--- src/rtl/multiplier_unsigned_pipelined.sv ---
// 32x32 -> 64 unsigned multiplier built as an 8-stage radix-2 shift-add pipeline.
// Each stage retires four multiplier bits; a global stall freezes the whole pipe.
module multiplier_unsigned_pipelined (
  input  logic        clk,
  input  logic        rst,
  input  logic        stall,
  input  logic        i_valid,
  input  logic [31:0] i_multiplicand,
  input  logic [31:0] i_multiplier,
  output logic [31:0] o_product_hi,
  output logic [31:0] o_product_lo,
  output logic        o_valid
);

  localparam int unsigned NUM_STAGES = 8;

  // Four serial shift-add steps for one stage; bits[j] weights the multiplicand by 2^(4*stage+j).
  function automatic logic [63:0] shift_add4(
    input logic [63:0] acc,
    input logic [31:0] mcand,
    input logic [3:0]  bits,
    input logic [2:0]  stage
  );
    logic [63:0] sum;
    logic [5:0]  shamt;
    sum   = acc;
    shamt = 6'd0;
    for (int j = 0; j < 4; j++) begin
      shamt = {1'b0, stage, 2'b00} + 6'(j);
      if (bits[j]) begin
        sum = sum + ({32'd0, mcand} << shamt);
      end else begin
        sum = sum;
      end
    end
    return sum;
  endfunction

  // Stage registers; the final stage only needs the accumulator and valid.
  logic [63:0] acc_r   [1:NUM_STAGES];
  logic [31:0] mcand_r [1:NUM_STAGES-1];
  logic [31:0] rem_r   [1:NUM_STAGES-1];
  logic [NUM_STAGES:1] valid_r;

  // Per-stage combinational view: stage 0 comes straight from the inputs.
  logic [63:0] acc_in_s   [0:NUM_STAGES-1];
  logic [31:0] mcand_in_s [0:NUM_STAGES-1];
  logic [31:0] rem_in_s   [0:NUM_STAGES-1];
  logic [NUM_STAGES-1:0] valid_in_s;
  logic [63:0] acc_nxt_s  [0:NUM_STAGES-1];

  // Select each stage's operands: inputs for stage 0, registers beyond.
  always_comb begin
    acc_in_s[0]   = 64'd0;
    mcand_in_s[0] = i_multiplicand;
    rem_in_s[0]   = i_multiplier;
    valid_in_s[0] = i_valid;
    for (int k = 1; k < NUM_STAGES; k++) begin
      acc_in_s[k]   = acc_r[k];
      mcand_in_s[k] = mcand_r[k];
      rem_in_s[k]   = rem_r[k];
      valid_in_s[k] = valid_r[k];
    end
  end

  // Partial-product accumulation for every stage.
  always_comb begin
    for (int k = 0; k < NUM_STAGES; k++) begin
      acc_nxt_s[k] = shift_add4(acc_in_s[k], mcand_in_s[k], rem_in_s[k][3:0], 3'(k));
    end
  end

  // Pipeline advance: async clear, freeze on stall, otherwise shift one stage.
  always_ff @(posedge clk or posedge rst) begin
    if (rst) begin
      for (int k = 1; k <= NUM_STAGES; k++) begin
        acc_r[k] <= 64'd0;
      end
      for (int k = 1; k < NUM_STAGES; k++) begin
        mcand_r[k] <= 32'd0;
        rem_r[k]   <= 32'd0;
      end
      valid_r <= '0;
    end else if (!stall) begin
      for (int k = 1; k < NUM_STAGES; k++) begin
        acc_r[k]   <= acc_nxt_s[k-1];
        mcand_r[k] <= mcand_in_s[k-1];
        rem_r[k]   <= rem_in_s[k-1] >> 4;
        valid_r[k] <= valid_in_s[k-1];
      end
      acc_r[NUM_STAGES]   <= acc_nxt_s[NUM_STAGES-1];
      valid_r[NUM_STAGES] <= valid_in_s[NUM_STAGES-1];
    end else begin
      valid_r <= valid_r;
    end
  end

  assign o_product_hi = acc_r[NUM_STAGES][63:32];
  assign o_product_lo = acc_r[NUM_STAGES][31:0];
  assign o_valid      = valid_r[NUM_STAGES];

endmodule
--- config.mk ---
export PLATFORM = sky130hd
export DESIGN_NAME = multiplier_unsigned_pipelined
export DESIGN_NICKNAME = d
export VERILOG_FILES = /design/src/rtl/multiplier_unsigned_pipelined.sv
export SDC_FILE = /design/constraint.sdc
export NUM_CORES = 2
export LEC_CHECK = 0
export CAP_MARGIN = 10
export CORE_MARGIN = 4
export CORE_UTILIZATION = 40
export CTS_CLUSTER_SIZE = 14
export DETAILED_ROUTE_END_ITERATION = 8
export REMOVE_ABC_BUFFERS = 1
export SYNTH_ARGS = -nofsm -noshare
export SYNTH_HDL_FRONTEND = slang
export SYNTH_SLANG_ARGS = --single-unit
--- constraint.sdc ---
create_clock -name clk -period 78.5 [get_ports clk]
set_clock_uncertainty 0.2 [all_clocks]
set_input_delay 19.625 -clock clk [delete_from_list [all_inputs] [get_ports clk]]
set_output_delay 19.625 -clock clk [all_outputs]
set_load 0.02 [all_outputs]
==> results by group <==
Setup path
  – Max FO, Critical Path: 32
  – CP Launch Type: primary input
  – Most used cell, CP: ha_1
  – Worst path arrival time: 27.97 ns
  – Worst r2r dst: o_product_hi[30]$_DFFE_PP0N_
  – WS Path Type: primary input to flip-flop
  – Reg2reg path depth: 35
  – Worst endpoint required time: 78.95 ns
  – RR Startpoint: mcand_in_s[1]$_DFFE_PP0N_
  – R2R setup slack: just under 70 ns
  – Crit end category: flip-flop
  – Slowest-stage cell, CP: a2111oi_0
  – Critical Path Max Stage Delay: 0.69 ns

Global routing
  – Vias in the first global route: 79300
  – All-Layer GR Usage: a little under a quarter
  – Initial antenna violation count: 3
  – Largest net degree at the start of global routing: 148
  – GRT overflow: 0
  – First-pass GRT wire length: 425000 um

Floorplanning
  – Die ar.: 0.225 mm2
  – Die Y: 474 um
  – Core ar.: 0.215 mm2
  – Die X: 474 um
  – Starting Density: about two fifths
  – Io pins: 133
  – Row cnt: 170

Yosys
  – Mean post-synth cell area: 8.37 um2
  – Post-synth EDFFs: 0
  – Ys flop type: dfrtp_1
  – #FFs+latches synth: about 740
  – Syn Inst Count: 10400
  – Sequential-to-total area share from yosys stat: 21.4%
  – Async set-reset flop share out of synthesis: 100%
  – Synth unique cells: 98
  – Syn Std Cell Area: 0.0869 mm2
  – Yosys Warn Count: 0

Worst hold path
  – Min-delay src: acc_in_s[201]$_DFFE_PP0N_
  – Hold Path End: acc_in_s[137]$_DFFE_PP0N_
  – Hold Path Cell Cnt: 1
  – Hold crit path type: flip-flop to flip-flop

Routing
  – DRT Wirelength: around 270000 um
  – DRT Pass-1 Iters: 8
  – Via count: 79300
  – ANT nets after route: 0
  – Initial DRC count: 4555
  – WL/cell: 20.1 um
  – Post-DR vias/cell: 5.99
  – DRC errors left: 0

Place
  – Post-detail-place hpwl: between 200000 and 250000 um
  – Port-buffer cells: 132
  – Gp weighted congestion: 0.922

Clock network
  – Post_cts resized: 0
  – Post-CTS Hold Buffers: 0
  – Clk sink count: approximately 740
  – CTS Buf Count: 95
  – CTS clk-pin slew, worst paths: 0.06 ns
  – Worst-Skew Late Latency: 0.77 ns
  – CTS tree: done
  – CTS H-tree lvls: 3
  – Post-CTS setup repair buffer count: 0
  – Bufs on Longest Clock Path: 3
  – Root Buffer Master: clkbuf_16

Timing
  – Max Freq: 0.0363 GHz
  – Period utilization: 35.1%
  – Final Critical Period: roughly 28 ns
  – Max-slew headroom: approximately 27%
  – Setup TNS: 0 ns
  – Final setup fails: 0
  – RSZ-0062 raised after global routing: no
  – Hold Worst Slack: 0.272 ns
  – Fin. max-slew vios: 0
  – Tightest Pin Transition: roughly 1.1 ns
  – Final hold violations: 0

Finish
  – NumNets Final: 11400
  – Share of cells above drive strength 1: approximately 11%
  – P&R area growth vs syn: 8.62%

Job
  – Max-Cap Viols: 0

Status
  – Status: finished clean
-- worst max path at each step --
stage	from	end	slack [ns]
floorplan	rst	acc_in_s[0]$_DFFE_PP0N_	37.80
global placement	i_multiplier[0]	acc_in_s[419]$_DFFE_PP0N_	50.27
detailed placement	i_multiplier[0]	acc_in_s[418]$_DFFE_PP0N_	50.27
CTS	i_multiplier[0]	acc_in_s[418]$_DFFE_PP0N_	51.10
global route	i_multiplier[0]	acc_in_s[419]$_DFFE_PP0N_	50.38
finish	i_multiplier[0]	acc_in_s[418]$_DFFE_PP0N_	50.97
-- per-stage QoR --
| stage | cell area, um2 | cells | setup WS, ns | util [%] |
|---|---|---|---|---|
| after floorplan | 85500 | 10000 | 37.80 | - |
| after global placement | 91000 | 13100 | 50.27 | 42.3 |
| after detailed placement | 91000 | 13100 | 50.27 | 42.3 |
| after CTS | 94400 | 13200 | 51.10 | 43.8 |
| after global routing | 94400 | 13200 | 50.38 | 43.8 |
| final | 94400 | 13200 | 50.97 | 43.8 |
-- routing by layer --
layer | global-route usage [%] | share of wire (%)
met2 | 42.3 | 50
met4 | 10.1 | 4.9
met1 | 26.8 | 42
met3 | 2.15 | 3.3
met5 | 0 | 0.0034
-- placed cells by master, fill, tap and decap left out, types with 29 or more instances in the layout --
cell / n
and3_1: 106
or3_1: 51
a221o_1: 41
a31o_2: 29
o221a_2: 33
o21ai_1: 105
o211ai_1: 95
nand2b_1: 126
nor2_1: 658
o21ai_0: 673
dfrtp_1: 742
mux2i_1: 122
a211oi_1: 168
a21oi_1: 1021
nand4_1: 117
o22ai_1: 41
xnor2_1: 484
o21a_1: 186
a21o_1: 445
clkdlybuf4s50_1: 130
o31ai_1: 69
nor3_1: 131
nor2b_1: 95
a211o_1: 40
nand3_1: 172
xor2_1: 298
o21bai_1: 115
a31oi_1: 136
and2_1: 79
nand2_1: 889
ha_1: 1026
mux2_2: 786
buf_4: 65
inv_1: 358
fa_1: 31
clkbuf_16: 95
-- area by class of cell --
cell class / count / area, um2
antenna: 1 / 2.50
clock buffer: 123 / 2640
clock inverter: 56 / 757
fill: 21000 / 121000
inverter: 374 / 1420
multi-input combinational: 8891 / 65400
sequential: 744 / 18600
tap: 2838 / 3550
timing repair buffer: 203 / 1930
-- Yosys cell counts (all sizes together) (106+ instances only) --
master,n,area [um2]
ha,1026,12800
a21oi,1022,5120
nand2,889,3340
mux2,789,8890
o21ai,778,3890
dfrtp,744,18600
nor2,658,2470
xnor2,484,4240
a21o,445,3340
inv,363,1360
clkbuf,340,1280
xor2,298,2610
o21a,186,1400
nand3,172,861
a211oi,168,1260
a31oi,136,851
nor3,131,656
nand2b,126,788
mux2i,122,1220
nand4,117,732
o21bai,116,875
and3,106,663
-- flip-flops by register name, indices dropped and copies added (netlist names) --
name and cells:
mcand_in_s 224, valid_r 8, rem_in_s 112, acc_in_s 336, o_product_lo 32, o_product_hi 32
-- critical path, delay by kind of cell --
kind                     cells  cell delay [ns]
adder cells (fa/ha/maj)      4             1.33
XOR/XNOR                     3             0.34
multiplexers                 2             0.56
buffers and inverters        2             0.64
AO/OA/AOI/OAI               14             4.03
AND/OR/NAND/NOR              6             1.38
-- cell families (layout without fill, tap and decap cells) --
| family | after synthesis | in the layout | share of synthesized area (%) |
|---|---|---|---|
| AOI/OAI and AO/OA | 3585 | 3585 | 26.6 |
| and+or+nand+nor | 2556 | 2556 | 13.7 |
| adders and majority gates | 1057 | 1057 | 15.5 |
| muxes | 911 | 911 | 11.6 |
| xor gates and xnor gates | 782 | 782 | 7.88 |
| buffers and inverters | 749 | 756 | 3.24 |
| DFF | 744 | 744 | 21.4 |
| other | 0 | 1 | 0 |
Power is left out: the tool's default activity adds up to more than one toggle a clock period on the data nets, which glitch-free logic cannot reach.
